## src/rtl/dma_sched.sv

```systemverilog
`default_nettype none
// ============================================================================
//  Module   : dma_sched
//  Purpose  : Two-requester DMA job scheduler. Each requester owns a
//             QDEPTH-entry command queue; an IDLE/RUN/DONE controller grants
//             requesters round-robin, drives one job at a time to the DMA
//             engine and reports completion.
//  Options  : DMA_SCHED_TIMEOUT_EN - adds a RUN watchdog of TIMEOUT_CYC
//             cycles that ends a stuck job with done_err = 1.
//  Revision : 1.0 - initial release
// ============================================================================
module dma_sched #(
   parameter int QDEPTH      = 2,
   parameter int TIMEOUT_CYC = 1024
) (
   input  logic        clk,
   input  logic        rst,
   input  logic        req0_valid,
   output logic        req0_ready,
   input  logic [31:0] req0_src,
   input  logic [31:0] req0_dst,
   input  logic [31:0] req0_len,
   input  logic        req1_valid,
   output logic        req1_ready,
   input  logic [31:0] req1_src,
   input  logic [31:0] req1_dst,
   input  logic [31:0] req1_len,
   output logic        DMAEN,
   output logic [31:0] DMASRC,
   output logic [31:0] DMADST,
   output logic [31:0] DMALEN,
   input  logic        DMA_interrupt,
   output logic        dma_int_clr,
   output logic        done_valid,
   output logic        done_id,
   output logic        done_err,
   output logic        busy
);

   localparam int c_AW = (QDEPTH > 1) ? $clog2(QDEPTH) : 1;
   localparam int c_CW = c_AW + 1;

   localparam logic [1:0] c_S_IDLE = 2'd0;
   localparam logic [1:0] c_S_RUN  = 2'd1;
   localparam logic [1:0] c_S_DONE = 2'd2;

   logic [1:0]        r_state;
   logic [1:0]        w_state_nxt;

   logic [1:0]        w_valid;
   logic [1:0]        w_ready;
   logic [1:0]        w_elig;
   logic [1:0]        w_pop;
   logic [1:0][95:0]  w_din;
   logic [1:0][95:0]  w_head;

   logic              w_grant_any;
   logic              w_grant_id;
   logic [95:0]       w_sel;

   logic [31:0]       r_src;
   logic [31:0]       r_dst;
   logic [31:0]       r_len;
   logic              r_id;
   logic              r_zero;
   logic              r_last;

   assign w_valid = {req1_valid, req0_valid};
   assign w_din[0] = {req0_src, req0_dst, req0_len};
   assign w_din[1] = {req1_src, req1_dst, req1_len};

   // Ready reflects only the stored count: a full queue is not-ready even
   // in the cycle it is popped.
   assign req0_ready = w_ready[0] & ~rst;
   assign req1_ready = w_ready[1] & ~rst;

   // ------------------------------------------------------------------------
   // Per-requester command queues
   // ------------------------------------------------------------------------
   generate
      for (genvar gi = 0; gi < 2; gi++) begin : g_queue
         logic [95:0]      r_mem [QDEPTH];
         logic [c_CW-1:0]  r_wp;
         logic [c_CW-1:0]  r_rp;
         logic             r_push_d;
         logic [c_CW-1:0]  w_cnt;
         logic             w_push;

         assign w_cnt        = r_wp - r_rp;
         assign w_ready[gi]  = (w_cnt != c_CW'(QDEPTH));
         assign w_push       = w_valid[gi] & w_ready[gi];
         // An entry written on the previous edge is not yet grantable.
         assign w_elig[gi]   = (w_cnt > {{(c_CW-1){1'b0}}, r_push_d});
         assign w_head[gi]   = r_mem[r_rp[c_AW-1:0]];

         // Queue pointers and last-cycle push marker
         always_ff @(posedge clk or posedge rst) begin
            if (rst) begin
               r_wp     <= '0;
               r_rp     <= '0;
               r_push_d <= 1'b0;
            end else begin
               r_push_d <= w_push;
               if (w_push) begin
                  r_wp <= r_wp + c_CW'(1);
               end
               if (w_pop[gi]) begin
                  r_rp <= r_rp + c_CW'(1);
               end
            end
         end

         // Queue storage write
         always_ff @(posedge clk) begin
            if (w_push) begin
               r_mem[r_wp[c_AW-1:0]] <= w_din[gi];
            end
         end
      end
   endgenerate

   // ------------------------------------------------------------------------
   // Round-robin grant, only from IDLE and only with the interrupt low
   // ------------------------------------------------------------------------
   always_comb begin
      w_grant_any = 1'b0;
      w_grant_id  = 1'b0;
      if ((r_state == c_S_IDLE) && !DMA_interrupt) begin
         if (w_elig[0] && w_elig[1]) begin
            w_grant_any = 1'b1;
            w_grant_id  = ~r_last;
         end else if (w_elig[0]) begin
            w_grant_any = 1'b1;
            w_grant_id  = 1'b0;
         end else if (w_elig[1]) begin
            w_grant_any = 1'b1;
            w_grant_id  = 1'b1;
         end
      end
   end

   assign w_pop[0] = w_grant_any & ~w_grant_id;
   assign w_pop[1] = w_grant_any &  w_grant_id;
   assign w_sel    = w_head[w_grant_id];

   // Job latch: capture the granted head entry; r_last starts at 1 so
   // requester 0 wins the first contention
   always_ff @(posedge clk or posedge rst) begin
      if (rst) begin
         r_src  <= '0;
         r_dst  <= '0;
         r_len  <= '0;
         r_id   <= 1'b0;
         r_zero <= 1'b0;
         r_last <= 1'b1;
      end else if (w_grant_any) begin
         r_src  <= w_sel[95:64];
         r_dst  <= w_sel[63:32];
         r_len  <= w_sel[31:0];
         r_id   <= w_grant_id;
         r_zero <= (w_sel[31:0] == 32'd0);
         r_last <= w_grant_id;
      end
   end

   // ------------------------------------------------------------------------
   // Optional RUN watchdog
   // ------------------------------------------------------------------------
`ifdef DMA_SCHED_TIMEOUT_EN
   localparam int c_TW = $clog2(TIMEOUT_CYC) + 1;

   logic [c_TW-1:0] r_wdog;
   logic            r_err;
   logic            w_wdog_hit;

   assign w_wdog_hit = (r_state == c_S_RUN) && (r_wdog == c_TW'(TIMEOUT_CYC - 1));

   // Watchdog counts RUN cycles; an interrupt at the limit still wins
   always_ff @(posedge clk or posedge rst) begin
      if (rst) begin
         r_wdog <= '0;
         r_err  <= 1'b0;
      end else if (w_grant_any) begin
         r_wdog <= '0;
         r_err  <= 1'b0;
      end else if (r_state == c_S_RUN) begin
         r_wdog <= r_wdog + c_TW'(1);
         if (w_wdog_hit && !DMA_interrupt) begin
            r_err <= 1'b1;
         end
      end
   end
`else
   localparam int c_unused_timeout = TIMEOUT_CYC;
`endif

   // ------------------------------------------------------------------------
   // Controller FSM
   // ------------------------------------------------------------------------
   // State register
   always_ff @(posedge clk or posedge rst) begin
      if (rst) begin
         r_state <= c_S_IDLE;
      end else begin
         r_state <= w_state_nxt;
      end
   end

   // Next-state: zero-length jobs skip RUN entirely
   always_comb begin
      w_state_nxt = r_state;
      case (r_state)
         c_S_IDLE: begin
            if (w_grant_any) begin
               w_state_nxt = (w_sel[31:0] == 32'd0) ? c_S_DONE : c_S_RUN;
            end
         end
         c_S_RUN: begin
            if (DMA_interrupt) begin
               w_state_nxt = c_S_DONE;
            end
`ifdef DMA_SCHED_TIMEOUT_EN
            else if (w_wdog_hit) begin
               w_state_nxt = c_S_DONE;
            end
`endif
         end
         c_S_DONE: w_state_nxt = c_S_IDLE;
         default:  w_state_nxt = c_S_IDLE;
      endcase
   end

   // Outputs decoded from the registered state
   always_comb begin
      DMAEN       = (r_state == c_S_RUN);
      done_valid  = (r_state == c_S_DONE);
      dma_int_clr = (r_state == c_S_DONE) && !r_zero;
      busy        = (r_state != c_S_IDLE);
`ifdef DMA_SCHED_TIMEOUT_EN
      done_err    = (r_state == c_S_DONE) && r_err;
`else
      done_err    = 1'b0;
`endif
   end

   assign DMASRC  = r_src;
   assign DMADST  = r_dst;
   assign DMALEN  = r_len;
   assign done_id = r_id;

endmodule
`default_nettype wire

```

## config.mk

```make
export PLATFORM = sky130hd
export DESIGN_NAME = dma_sched
export DESIGN_NICKNAME = d
export VERILOG_FILES = /design/src/rtl/dma_sched.sv
export SDC_FILE = /design/constraint.sdc
export NUM_CORES = 1
export LEC_CHECK = 0
export ABC_AREA = 1
export BUFFER_PORTS_ARGS = -buffer_cell sky130_fd_sc_hd__buf_2
export CAP_MARGIN = 25
export CORE_MARGIN = 2
export CORE_UTILIZATION = 56
export DETAILED_ROUTE_END_ITERATION = 8
export GPL_TIMING_DRIVEN = 0
export PLACE_DENSITY = 0.86
export SYNTH_ARGS = -nofsm -noshare
export SYNTH_HDL_FRONTEND = slang
export SYNTH_SLANG_ARGS = --single-unit
```

## constraint.sdc

```tcl
create_clock -name clk -period 7 [get_ports clk]
set_input_delay 1.05 -clock clk [delete_from_list [all_inputs] [get_ports clk]]
set_output_delay 1.05 -clock clk [all_outputs]
set_load 0.02 [all_outputs]
```

# --- Word level (Yosys, flattened, before mapping) ---
# Memories as Yosys holds them, arrays and structs flattened.
# Cells that the tools add are included.
op_classes:
  add_sub_neg: 6
  mul: 0
  div: 0
  order_cmp: 3
  n_eq_ne: 6
  shifts: 0
  muxes: 17
  n_bitwise: 9
  reduce_logical: 9
op_table:
  columns: ["op", "n"]
  rows:
  - ["96-bit 2-to-1 mux", 2]
  - ["32-bit zero test", 1]
  - ["1-bit 2-to-1 mux", 11]
  - ["2-bit by 1-bit adder with 2-bit output, second input constant", 4]
  - ["1-bit bitwise AND", 6]
  - ["2-bit 2-to-1 mux", 3]
  - ["2-bit inequality test, second input constant", 3]
  - ["2-bit by 1-bit greater-than comparator with 1-bit output", 2]
  - ["2-bit one-hot mux with 2 select lines", 1]
  - ["2-bit subtractor", 2]
  - ["1-bit logical AND", 3]
  - ["1-bit NOT", 3]
  - ["2-bit by 1-bit equality test with 1-bit output, second input constant", 1]
  - ["2-bit equality test, second input constant", 1]
  - ["1-bit zero test", 2]
  - ["2-bit zero test", 1]
  - ["1-bit by 2-bit < comparator with 1-bit output, second input constant", 1]
  - ["2-bit by 1-bit inequality test with 1-bit output, second input constant", 1]
  - ["2-bit AND reduction", 1]
  - ["2-bit nonzero test", 1]
totals:
  register_bits: 111
  latch_bits: 0
  mem_bits_rw: 384
  romBits: 0
  in_bits: 197
  out_inout_bits: 104
  n_memories: 2
memory_table:
  columns: ["name", "words", "width", "read_ports", "rd_clocked_by_memory_dff", "wr", "line", "rtl"]
  rows:
  - ["g_queue[0].r_mem", 2, 96, 1, 0, 1, "82", "logic [95:0] r_mem [QDEPTH];"]
  - ["g_queue[1].r_mem", 2, 96, 1, 0, 1, "82", null]

# --- Depth between registers and ports, before layout ---
depth:
  ltp_word: 12
  depth_mapped: 20
  ltp_nobuf: 19

# --- Worst setup path after synthesis ---
# No wires, ideal clock.
synth_timing:
  kind: "input to register"
  start: "input port req1_valid"
  end: "memory g_queue[1].r_mem[1][0] (enable)"
  setup_ns: 0.555
  arrival_time_ns: 5.210
  required_ns: 6.445
  path_slack_ns: 1.235
  stages: 2
  path_buffers: 0
  cell_sequence: "nand2_1 nor2_1"
synth_via:
  elab_chain_cells: 3
synth_lines:
  columns: ["element", "line", "rtl"]
  rows:
  - ["from (decl)", "23", "input logic req1_valid,"]
  - ["1-bit bitwise AND", "91", "assign w_push = w_valid[gi] & w_ready[gi];"]
  - ["1-bit 2-to-1 mux", "115", "if (w_push) begin"]
  - ["1-bit 2-to-1 mux (implied by the code)", "116", "r_mem[r_wp[c_AW-1:0]] <= w_din[gi];"]
  - ["to (decl)", "82", null]
# Every way passes these cells.

# --- Worst setup path after layout ---
layout_timing:
  start: "register g_queue[1].r_wp[0]"
  end: "register r_src[13] (netlist: DMASRC[13])"
layout_via:
  elab_chain_cells: 8
  word_cells_on_any_way: 12
  cone_classes: "1 x add/sub; 1 x order compare; 9 x mux; 1 x reduce/logical"
layout_lines:
  columns: ["element", "line", "rtl"]
  rows:
  - ["from (decl)", "83", "logic [c_CW-1:0] r_wp;"]
  - ["from (signal assigned)", "105", "r_wp <= r_wp + c_CW'(1);"]
  - ["2-bit subtractor (*)", "89", "assign w_cnt = r_wp - r_rp;"]
  - ["2-bit by 1-bit greater-than comparator with 1-bit output (*)", "93", "assign w_elig[gi] = (w_cnt > {{(c_CW-1){1'b0}}, r_push_d});"]
  - ["1-bit 2-to-1 mux", "135", "end else if (w_elig[1]) begin"]
  - ["1-bit 2-to-1 mux", "132", "end else if (w_elig[0]) begin"]
  - ["1-bit 2-to-1 mux", "129", "if (w_elig[0] && w_elig[1]) begin"]
  - ["1-bit 2-to-1 mux", "128", "if ((r_state == c_S_IDLE) && !DMA_interrupt) begin"]
  - ["96-bit 2-to-1 mux (implied by the code) (2 in a row)", "144", "assign w_sel = w_head[w_grant_id];"]
  - ["to (signal assigned)", "157", "r_src <= w_sel[95:64];"]
  - ["to (decl)", "61", "logic [31:0] r_src;"]
# Every way passes the cells marked *; elsewhere a longest branch is shown, timed or not. The select of a mux whose other input is x is not followed.
# A chain may end at the register's enable or synchronous reset.

==> run summary <==
Outcome
• **status** finished, final reports clean

Pwr
• **worst IR drop on VDD** 0.311 mV
• **Overall Power** 11.6 mW
• **static leakage** 9.26 nW
• **Power per Cell Area** 511 mW/mm^2

STA
• **Worst Clk Skew** 0.0130 ns
• **final max-slew violation count** 0
• **headroom to the max-slew limit** 0.446
• **endpoints failing hold** 0
• **total setup violations reported at the end of the flow** 0
• **Worst Max-Slew Pin Slew** 0.830 ns
• **upper clock frequency limit** 301 MHz
• **time the final worst path needs with I/O delays and setup** 3.33 ns
• **Period Utilization, post-route** 0.475
• **RSZ-0062 raised after global routing** no

Clocking
• **CTS hold repair buffers** 0
• **total CTS buffers** 48
• **CTS root buffer** sky130_fd_sc_hd__clkbuf_16
• **later-pin clock latency in the skew report** 0.55 ns
• **CTS sink cnt** 495
• **TritonCTS clock tree** built
• **clk slew on worst S/H paths** 0.06 ns
• **CTS H-tree lvls** 2
• **setup bufs post-CTS** 0
• **maximum clock path buffer count** 3
• **number of instances resized during post-cts repair** 0

Drt
• **total iterations of the first detailed-routing run** 5
• **initial detailed-routing violation count** 1251
• **remaining antenna violation count** 0
• **Via density** 5.73
• **number of vias after detailed routing** 12000
• **remaining routing DRC violations** 0
• **final WL** 47400 um
• **routed wire length per instance** 22.7 um

Die
• **boundary pin count** 301
• **horizontal die dimension** 187 um
• **die span in y** 187 um
• **starting density of the core** 0.573
• **core region area** 0.0327 mm^2
• **Total Die Area** 0.0349 mm^2
• **number of rows created at floorplan** 66

Setup path
• **element type at the critical path start** register
• **Register-to-Register Path Depth** 12
• **critical path endpoint category** register
• **top fanout value on the critical path** 10
• **data required time of the critical path** 7.38 ns
• **kind of critical path** reg -> reg
• **worst-case register-to-register setup slack** 3.67 ns
• **arrival time worst endpoint** 3.71 ns

Cells and area
• **layout net count** 1793
• **most common library cell in the layout ignoring fill and taps** sky130_fd_sc_hd__edfxtp_1
• **area growth from synthesis to layout** 21.0%
• **fraction of layout cells with a size suffix above 1** 0.293
• **final core occ** 0.693
• **most frequent cells in the layout** sky130_fd_sc_hd__edfxtp_1 (384), sky130_fd_sc_hd__buf_2 (327), sky130_fd_sc_hd__nand2_1 (210), sky130_fd_sc_hd__mux2i_1 (124), sky130_fd_sc_hd__dfrtp_1 (110)
• **non-filler instance count after layout** 2087
• **filler instances** 2201

Synthesis
• **number of standard cells after synthesis** 1229
• **Synth cell types** 32
• **sequential fraction of the synthesis area** 0.764
• **syn_area_per_cell** 15.2 um^2
• **number of warnings issued by yosys** 0
• **number of synthesized register bits** 495
• **Post-Syn Nets** 1430
• **cell area after synthesis** 0.0187 mm^2

Placement
• **count of input and output buffers** 299
• **detailed-placement wirelength estimate** 31500 um
• **routability congestion estimate from global placement** 0.826
• **Post-Place Cells** 1984

Global route
• **maximum number of pins on one net before global-route repair** 75
• **global-route congestion overflow total** 0
• **number of antenna violations at the first check in global routing** 19
• **vias in the first global route** 12700
• **global-route wire length before repair** 72500 um
• **Total GRT Usage** 0.273

Hold path
• **WHS Path Cells** 2
• **type of the tightest min-delay check** reg -> reg

Flow run
• **maximum capacitance violations** 0

[registers in the layout, summed over array words and instances, names as in the netlist]
name,flops
DMADST,32
DMASRC,32
g_queue.r_mem,384
g_queue.r_wp,4
r_state,2
g_queue.r_rp,4
r_last,1
DMALEN,32
r_zero,1
done_id,1
g_queue.r_push_d,2
[where the power goes]
| part | switching [mW] | internal (mW) |
|---|---|---|
| clock | 1.06 | 1.41 |
| sequential | 0.363 | 4.33 |
| combinational | 2.97 | 1.44 |
[Yosys cell counts, drive strengths merged]
library cell	number	area share
mux2i	124	0.066
nor2	26	0.0055
a21oi	4	0.0019
nand3b	1	0.00040
buf	42	0.015
conb	1	0.00020
o221ai	64	0.030
dfstp	1	0.0014
inv	21	0.0042
nand3	32	0.0086
xor2	4	0.0019
nand2	217	0.044
nor3	1	0.00027
edfxtp	384	0.62
o21ai	101	0.028
clkbuf	26	0.0052
or2	66	0.022
dfrtp	110	0.15
ha	4	0.0027
[through the flow]
stage | TNS [ns] | hold WS, ns | instance area, um^2 | worst slack (ns)
detailed placement | 0 | 0.465 | 21100 | 3.63
CTS | 0 | 0.480 | 22600 | 3.63
global placement | -669.37 | 0.460 | 20800 | -2.05
global route | 0 | 0.507 | 22600 | 3.55
finish | 0 | 0.483 | 22700 | 3.67
floorplan | 0 | 0.450 | 18700 | 1.24
[layer usage]
| metal | wire, um | vias to the layer above | share of wire | GRT usage |
|---|---|---|---|---|
| met5 | 52 | - | 0.0011 | 0 |
| met4 | 1610 | 8 | 0.034 | 0.103 |
| met3 | 4290 | 144 | 0.090 | 0.0677 |
| met2 | 23700 | 631 | 0.50 | 0.464 |
| met1 | 17700 | 5901 | 0.37 | 0.343 |
| li1 | - | 5267 | - | - |
[worst paths after layout]
path | startpoint | endpoint
min in group asynchronous | rst | DMADST[25]
hold / removal | r_last | r_last
setup reg to reg | g_queue[1].r_wp[0] | DMASRC[13]
max in group asynchronous | rst | r_last
hold reg to reg | r_last | r_last
setup / recovery | g_queue[1].r_wp[0] | DMASRC[13]
[worst max-delay path, stage by stage, from the launching register on]
cell and delay, ns:
sky130_fd_sc_hd__dfrtp_1 0.40, sky130_fd_sc_hd__inv_1 0.11, sky130_fd_sc_hd__ha_1 0.34, sky130_fd_sc_hd__ha_1 0.28, sky130_fd_sc_hd__or2_2 0.33, sky130_fd_sc_hd__a21oi_4 0.21
sky130_fd_sc_hd__inv_1 0.06, sky130_fd_sc_hd__nand2_1 0.27, sky130_fd_sc_hd__inv_1 0.23, sky130_fd_sc_hd__buf_2 0.29, sky130_fd_sc_hd__buf_1 0.32, sky130_fd_sc_hd__nand2_1 0.16
sky130_fd_sc_hd__o221ai_1 0.17
[kinds of logic (layout without fill, tap and decap cells)]
kind of cell             after synthesis  count (layout)  share of synthesized area
AND/OR/NAND/NOR                      343             343                     0.0812
XOR/XNOR                               4               4                    0.00187
other                                  1              15                   0.000200
flip-flops                           495             495                      0.764
multiplexers                         124             124                     0.0663
adder cells (fa/ha/maj)                4               4                    0.00267
buffers and inverters                 89             491                     0.0240
AO/OA/AOI/OAI                        169             169                     0.0596
[cell type report]
type,count,area [um^2],area share
inverter,21,83.8,0.00370
sequential,495,14300,0.632
clock inverter,14,101,0.00447
buffer,68,370,0.0163
antenna,14,35.0,0.00155
clock buffer,75,1400,0.0616
tap,442,553,0.0244
timing repair buffer,313,1810,0.0798
multi-input combinational,645,4000,0.176
(Power assumes the default switching activity.)
